--- src/rtl/branch_lut_loader.sv ---
// Programmable branch-target table: a byte-serial host loader fills 16 absolute
// target addresses at boot, and fetch logic reads them combinationally by pointer.
module branch_lut_loader #(
  parameter int ENTRIES = 16,
  parameter int PTR_W   = 4,
  parameter int ADDR_W  = 10
) (
  input  logic              Clk,
  input  logic              Reset_n,
  input  logic              LoadValid,
  input  logic [7:0]        LoadByte,
  output logic              LoadReady,
  output logic              LoadDone,
  output logic              LoadErr,
  output logic              TableValid,
  input  logic [PTR_W-1:0]  LutPointer,
  output logic [ADDR_W-1:0] absaddress
);

  typedef enum logic [1:0] {
    HDR    = 2'd0,
    DATA   = 2'd1,
    COMMIT = 2'd2
  } state_t;

  localparam logic [1:0] CMD_WRITE = 2'b00;
  localparam logic [1:0] CMD_END   = 2'b11;

  state_t             state_q;
  logic               ready_q;
  logic               done_q;
  logic               err_q;
  logic               valid_q;
  logic [PTR_W-1:0]   ptr_q;
  logic [1:0]         addr_hi_q;
  logic [7:0]         addr_lo_q;
  logic [ADDR_W-1:0]  table_q [ENTRIES];

  logic               accept_d;
  logic [9:0]         full_addr_d;
  logic [ADDR_W-1:0]  wr_data_d;

  assign accept_d    = LoadValid && ready_q;
  assign full_addr_d = {addr_hi_q, addr_lo_q};
  // Narrower tables keep only the low address bits.
  assign wr_data_d   = full_addr_d[ADDR_W-1:0];

  always_ff @(posedge Clk or negedge Reset_n) begin
    if (!Reset_n) begin
      state_q   <= HDR;
      ready_q   <= 1'b1;
      done_q    <= 1'b0;
      err_q     <= 1'b0;
      valid_q   <= 1'b0;
      ptr_q     <= '0;
      addr_hi_q <= '0;
      addr_lo_q <= '0;
    end else begin
      done_q <= 1'b0;
      case (state_q)
        HDR: begin
          if (accept_d) begin
            case (LoadByte[3:2])
              CMD_WRITE: begin
                ptr_q     <= LoadByte[4 +: PTR_W];
                addr_hi_q <= LoadByte[1:0];
                state_q   <= DATA;
              end
              CMD_END: begin
                done_q  <= 1'b1;
                valid_q <= 1'b1;
              end
              default: err_q <= 1'b1;
            endcase
          end
        end
        DATA: begin
          if (accept_d) begin
            addr_lo_q <= LoadByte;
            state_q   <= COMMIT;
            ready_q   <= 1'b0;
          end
        end
        COMMIT: begin
          state_q <= HDR;
          ready_q <= 1'b1;
        end
        default: begin
          state_q <= HDR;
          ready_q <= 1'b1;
        end
      endcase
    end
  end

  // Each entry is its own register so the whole table clears on reset.
  for (genvar gi = 0; gi < ENTRIES; gi++) begin : g_entry
    always_ff @(posedge Clk or negedge Reset_n) begin
      if (!Reset_n) begin
        table_q[gi] <= '0;
      end else if (state_q == COMMIT && ptr_q == PTR_W'(gi)) begin
        table_q[gi] <= wr_data_d;
      end
    end
  end

  assign absaddress = table_q[LutPointer];
  assign LoadReady  = ready_q;
  assign LoadDone   = done_q;
  assign LoadErr    = err_q;
  assign TableValid = valid_q;

endmodule

--- config.mk ---
export PLATFORM = sky130hd
export DESIGN_NAME = branch_lut_loader
export DESIGN_NICKNAME = d
export VERILOG_FILES = /design/src/rtl/branch_lut_loader.sv
export SDC_FILE = /design/constraint.sdc
export NUM_CORES = 1
export LEC_CHECK = 0
export CORE_ASPECT_RATIO = 0.8
export CORE_MARGIN = 4
export CORE_UTILIZATION = 57
export CTS_BUF_LIST = sky130_fd_sc_hd__clkbuf_8
export CTS_CLUSTER_SIZE = 8
export DETAILED_ROUTE_END_ITERATION = 7
export PLACE_DENSITY = 0.78
export SLEW_MARGIN = 20
export SYNTH_ARGS = -nofsm -noshare
export SYNTH_HDL_FRONTEND = slang
export SYNTH_SLANG_ARGS = --single-unit
export TNS_END_PERCENT = 5
--- constraint.sdc ---
create_clock -name Clk -period 2.1 [get_ports Clk]
set_clock_uncertainty 0.15 [all_clocks]
set_input_delay 0.42 -clock Clk [delete_from_list [all_inputs] [get_ports Clk]]
set_output_delay 0.42 -clock Clk [all_outputs]
set_load 0.1 [all_outputs]
==> results.ini, run 1 <==
[run_status]
status = finished, violations left
failed_checks = setup timing

[sta]
setup_viol = 10
max_freq_mhz = 417
rsz0062_at_grt = yes
hold_violations = 0
holdWs_ns = 0.290
tightest_slew_ns = 0.576
period_minus_slack_ns = 2.40
drv_slew = 0
layout_worst_path_cycle_share = 1.14
finalWorstSetupSlack_ns = -0.297
setup_tns_ns = -2.82
slew_headroom = 0.616

[grt]
grt_max_degree = 47
grt_antenna_before_repair = 0
grt_pass1_wl_um = 28300
grt_pass1_vias = 4967
grt_usage = 0.234
grt_overflow = 0

[logic_synthesis]
yosys.area.top_type = dfrtp_1
syn_inst = 500
yosys-top-cells-area = dfrtp_1 (56%), mux2_2 (24%), mux4_2 (11%)
yosysTopAreaCellShare = 0.558
synth_flop_cell = dfrtp_1
synth_cell_types = 30
netlist_top_cells_count = dfrtp_1 (179), mux2_2 (171), mux4_2 (40)
synth_edf_count = 0
syn_nets = 517
ys_ff_latch = 180
yosysWarnings = 0
synth-seq-area-share = 0.562
synth.most_common_cell = dfrtp_1
async_reset_ff_frac = 1.00
syn_area_um2 = 8020
synth.avg_cell_area_um2 = 16.0

[worst_hold_path]
holdCritPathClass = in -> async

[setup_path]
path_max_fanout = 14
crit_type = in -> out
endpoint_kind = primary output
crit_path_start_kind = primary input
reg2reg_depth = 4
r2r_slack_ns = 0.09
cp.arrival_ns = 1.83
cp.required_ns = 1.53
r2r-start = state_q[0]$_DFFE_PN0P_
worst_r2r_endpoint = table_q[47]$_DFFE_PN0P_

[placed_design]
gp_congestion = 0.758
hpwl_um = 11600
place_ws_ns = -0.343
port_buffers = 28

[clocking]
clock_latency_ns = 0.45
numClockSinks = 180
cts.clk_slew.worst_paths_ns = 0.09
htreeDepth = 4
cts-root-buf = clkbuf_8
cts_max_path_buffers = 2
cts_tree = yes
cts_buffers = 17

[drt]
drt_iter0_drc = 257
drc = 0
viasPerCell = 6.08
dr.pass1.iters = 4
wl_per_cell_um = 23.0
routed_wl_um = 17100
vias = 4525
ant_nets = 0

[floorplanning]
fp.dieH_um = 114
core_um2 = 13700
dieWidth_um = 141
rows = 38
start_util = 0.586
die_area_um2 = 16000
ios = 29

[pwr]
irDropWorstVdd_uv = 857
power_mw = 10.6
power_leakage_nw = 4.52
power_density_nw_per_um2 = 1110

[final_layout]
syn2layout_area_growth_pct = 18.5
fin_nets = 568
antenna_cells = 0
drive_gt1_frac = 0.596
final_core_util = 0.694

[run]
drv_cap = 0

-- state kept, by name, indices dropped and copies added, names as in the netlist --
register,cells
table_q,160
addr_lo_q,8
ptr_q,4
addr_hi_q,2
state_q,2
LoadDone,1
LoadErr,1
LoadReady,1
TableValid,1
-- how the worst max path moves through the flow --
stage | end | cells after the start | from | slack [ns]
5_1_grt | absaddress[3] | 4 | table_q[43]$_DFFE_PN0P_ | -0.37
4_1_cts | absaddress[3] | 4 | table_q[43]$_DFFE_PN0P_ | -0.32
6_report | absaddress[2] | 6 | LutPointer[0] | -0.30
2_1_floorplan | absaddress[0] | 5 | LutPointer[0] | -0.08
3_3_place_gp | absaddress[7] | 6 | LutPointer[0] | -0.33
3_5_place_dp | absaddress[7] | 6 | LutPointer[0] | -0.34
-- repair_timing --
item / CTS / global route
pin swaps: 1 / 0
gates resized for setup: 2 / 1
gates cloned: 1 / 0
setup endpoints to repair: 10 / 18
hold buffers: 1 / 0
hold endpoints to repair: 34 / 0
setup buffers: 0 / 0
-- critical path, cell delays in order --
cell     delay, ns
buf_4         0.18
buf_12        0.19
mux4_2        0.55
a22oi_2       0.20
nand2_4       0.08
buf_12        0.17
-- kinds of logic after synthesis --
| logic type | Yosys count | share of synthesized area |
|---|---|---|
| mux | 212 | 0.354 |
| flops | 180 | 0.562 |
| simple gates | 50 | 0.0393 |
| buf+inv | 32 | 0.0206 |
| compound gates | 24 | 0.0215 |
| fa+ha+maj | 2 | 0.00312 |
-- layer usage --
metal | routed length (um) | GRT usage | vias to the layer above
li1 | - | - | 1971
met3 | 812 | 0.0493 | 10
met2 | 8270 | 0.369 | 91
met5 | 0 | 0 | -
met4 | 142 | 0.0426 | 0
met1 | 7850 | 0.346 | 2453
-- metrics by stage --
stage | cell area [um2] | std cells
2_1_floorplan | 8260 | 500
3_3_place_gp | 9060 | 710
3_5_place_dp | 9060 | 710
4_1_cts | 9510 | 744
5_1_grt | 9510 | 744
6_report | 9510 | 744
-- placed cells by master (no fill, tap or decap), types with 4 or more instances in the layout --
| cell type | n |
|---|---|
| nand2_1 | 6 |
| clkinv_2 | 5 |
| nor2b_1 | 4 |
| inv_1 | 6 |
| mux2_2 | 171 |
| buf_4 | 20 |
| mux4_2 | 40 |
| clkbuf_8 | 19 |
| dfrtp_1 | 179 |
| nand2_2 | 9 |
| clkdlybuf4s50_1 | 11 |
| a22oi_2 | 20 |
| buf_12 | 26 |
| nand2_4 | 10 |
| nor2_1 | 4 |
-- layout make-up --
class                   instances  area (um2)
clock buffers                  19         262
clock inverters                13         143
fillers                       893        4180
inverters                       3        11.3
multi-input cells             288        3530
flip-flops and latches        180        4510
well taps                     180         225
repair buffers                 61         835
-- power by group --
group / switching (mW) / total, mW / internal [mW]
combinational: 1.25 / 2.78 / 1.53
sequential: 0.973 / 5.39 / 4.41
clock: 1.19 / 2.40 / 1.22
Power figures use the tool's default switching activity.
==> inputs of run 2 (changes only) <==
--- a/config.mk
+++ b/config.mk
@@ -5,7 +5,7 @@
 export SDC_FILE = /design/constraint.sdc
 export NUM_CORES = 1
 export LEC_CHECK = 0
-export CORE_ASPECT_RATIO = 0.8
+export CORE_ASPECT_RATIO = 0.7
 export CORE_MARGIN = 4
 export CORE_UTILIZATION = 57
 export CTS_BUF_LIST = sky130_fd_sc_hd__clkbuf_8
==> run 2 against run 1 <==
Effect of this change:
- final cell count is 0.27% lower
- sequential share of layout area grew 0.16 points
- first-iteration DRC count shrank 3.9%
- count of clock-buffer cells in the layout down 1
- the flow still finishes with violations (setup timing)
- register-to-register slack better by 0.07 ns
- non-clock buffer count shrank 6
- combinational power about the same
==> results.ini, run 2 (synthesized netlist as in run 1, its figures left out) <==
[setup_path]
endpoint_kind = primary output
cp_cell_sequence = mux4_2 -> a22oi_2 -> nand2_4 -> buf_12
cp_slowest_cell = mux4_2
cp.arrival_ns = 1.83
path_max_fanout = 2
crit_type = reg -> out
cpPeakStageDelay_ns = 0.50
cp.required_ns = 1.53
crit_path_start_kind = register
r2r_slack_ns = 0.16

[drt]
vias = 4513
routed_wl_um = 17100
ant_nets = 0
drt_iter0_drc = 247
drc = 0
viasPerCell = 6.08
dr.pass1.iters = 4
wl_per_cell_um = 23.0

[sta]
layout_worst_path_cycle_share = 1.14
drv_slew = 0
slew_headroom = 0.613
rsz0062_at_grt = yes
hold_violations = 0
finalWorstSetupSlack_ns = -0.301
setup_tns_ns = -2.77
setup_viol = 10
tightest_slew_ns = 0.580
holdWs_ns = 0.312
period_minus_slack_ns = 2.40
max_freq_mhz = 416

[grt]
grt_pass1_vias = 4988
grt_max_degree = 48
grt_util_met2 = 0.378
met1_usage = 0.340
grt_usage = 0.236
grt-busiest-layer = met2
use_met3 = 0.0412
grt_pass1_wl_um = 28500
grt_antenna_before_repair = 0
grt_overflow = 0

[placed_design]
dp_cells = 709
hpwl_um = 11400
port_buffers = 28
place_ws_ns = -0.319
gp_congestion = 0.769

[run]
drv_cap = 0

[clocking]
cts_max_path_buffers = 2
cts_tree = yes
htreeDepth = 4
cts-root-buf = clkbuf_8
cts_buffers = 17
clock_latency_ns = 0.45
cts_setup_buffers = 0
cts.clk_slew.worst_paths_ns = 0.09
numClockSinks = 180

[floorplanning]
ios = 29
fp.dieH_um = 107
start_util = 0.597
dieWidth_um = 150
core_um2 = 13400
die_area_um2 = 16100
rows = 35

[final_layout]
final_common_cell = dfrtp_1
top_regs = table_q (160), addr_lo_q (8), ptr_q (4)
multi_input_area_um2 = 3540
stdcell_count = 742
syn2layout_area_growth_pct = 18.1
fin_nets = 562
top_register = table_q
final_cell_mix = dfrtp_1 (179), mux2_2 (171), mux4_2 (40)
drive_gt1_frac = 0.596
fill_cells = 872
regArea_um2 = 4510
antenna_cells = 0
largest_reg_flops = 160

[pwr]
irDropWorstVdd_uv = 600
power_leakage_nw = 4.47
power_density_nw_per_um2 = 1130

[run_status]
status = finished, violations left
failed_checks = setup timing

[worst_hold_path]
holdCritPathClass = in -> async

==> run 2: metal layers <==
layer / vias to the layer above / wire length (um) / share of wire
met2: 101 / 8320 / 0.49
li1: 1953 / - / -
met3: 17 / 820 / 0.048
met1: 2442 / 7780 / 0.45
met5: - / 0 / 0
met4: 0 / 187 / 0.011
==> run 2: layout make-up <==
class	count	share of cell area
timing repair buffer	55	0.0801
inverter	3	0.00119
sequential	180	0.475
multi-input combinational	288	0.373
clock inverter	13	0.0195
clock buffer	18	0.0261
tap	185	0.0244
==> run 2: worst paths after layout <==
kind / from / endpoint / cells after the start
setup / recovery: table_q[126]$_DFFE_PN0P_ / absaddress[6] / 4
hold / removal: Reset_n / table_q[113]$_DFFE_PN0P_ / 2
setup reg to reg: state_q[0]$_DFFE_PN0P_ / table_q[36]$_DFFE_PN0P_ / 4
hold reg to reg: LoadErr$_DFFE_PN0P_ / LoadErr$_DFFE_PN0P_ / 1
max in group asynchronous: Reset_n / table_q[63]$_DFFE_PN0P_ / 3
min in group Clk: LoadErr$_DFFE_PN0P_ / LoadErr$_DFFE_PN0P_ / 1
==> run 2: power breakdown <==
| group | switching [mW] | internal, mW |
|---|---|---|
| Combinational | 1.27 | 1.52 |
| Sequential | 0.973 | 4.41 |
| Clock | 1.23 | 1.32 |
==> run 2: per-stage QoR <==
step / power (mW) / util / instance area (um2)
3_3_place_gp: 8.02 / 0.669 / 8990
5_1_grt: 11.2 / 0.705 / 9480
3_5_place_dp: 8.24 / 0.669 / 8990
6_report: 10.7 / 0.705 / 9480
2_1_floorplan: 7.20 / - / 8260
4_1_cts: 10.8 / 0.705 / 9480
==> run 2: timing repair <==
item	in CTS	in global routing
hold buffers	1	0
gates cloned	1	0
gates resized for setup	6	0
hold endpoints to repair	41	0
endpoints found under the setup margin	10	10
==> run 2: worst max-delay path, delay by kind of cell (launching register included) <==
family	cells	cell delay, ns
and+or+nand+nor	1	0.08
muxes	1	0.50
buffers and inverters	1	0.17
DFF	1	0.40
AOI/OAI and AO/OA	1	0.23
==> inputs of run 3 (changes only) <==
--- a/config.mk
+++ b/config.mk
@@ -5,6 +5,7 @@
 export SDC_FILE = /design/constraint.sdc
 export NUM_CORES = 1
 export LEC_CHECK = 0
+export ABC_CLOCK_PERIOD_IN_PS = 2100
 export CORE_ASPECT_RATIO = 0.7
 export CORE_MARGIN = 4
 export CORE_UTILIZATION = 57
@@ -12,7 +13,7 @@
 export CTS_CLUSTER_SIZE = 8
 export DETAILED_ROUTE_END_ITERATION = 7
 export PLACE_DENSITY = 0.78
-export SLEW_MARGIN = 20
+export SLEW_MARGIN = 0
 export SYNTH_ARGS = -nofsm -noshare
 export SYNTH_HDL_FRONTEND = slang
 export SYNTH_SLANG_ARGS = --single-unit
==> results of run 3 <==
Final layout, timing and power as in run 2 (identical DEF).
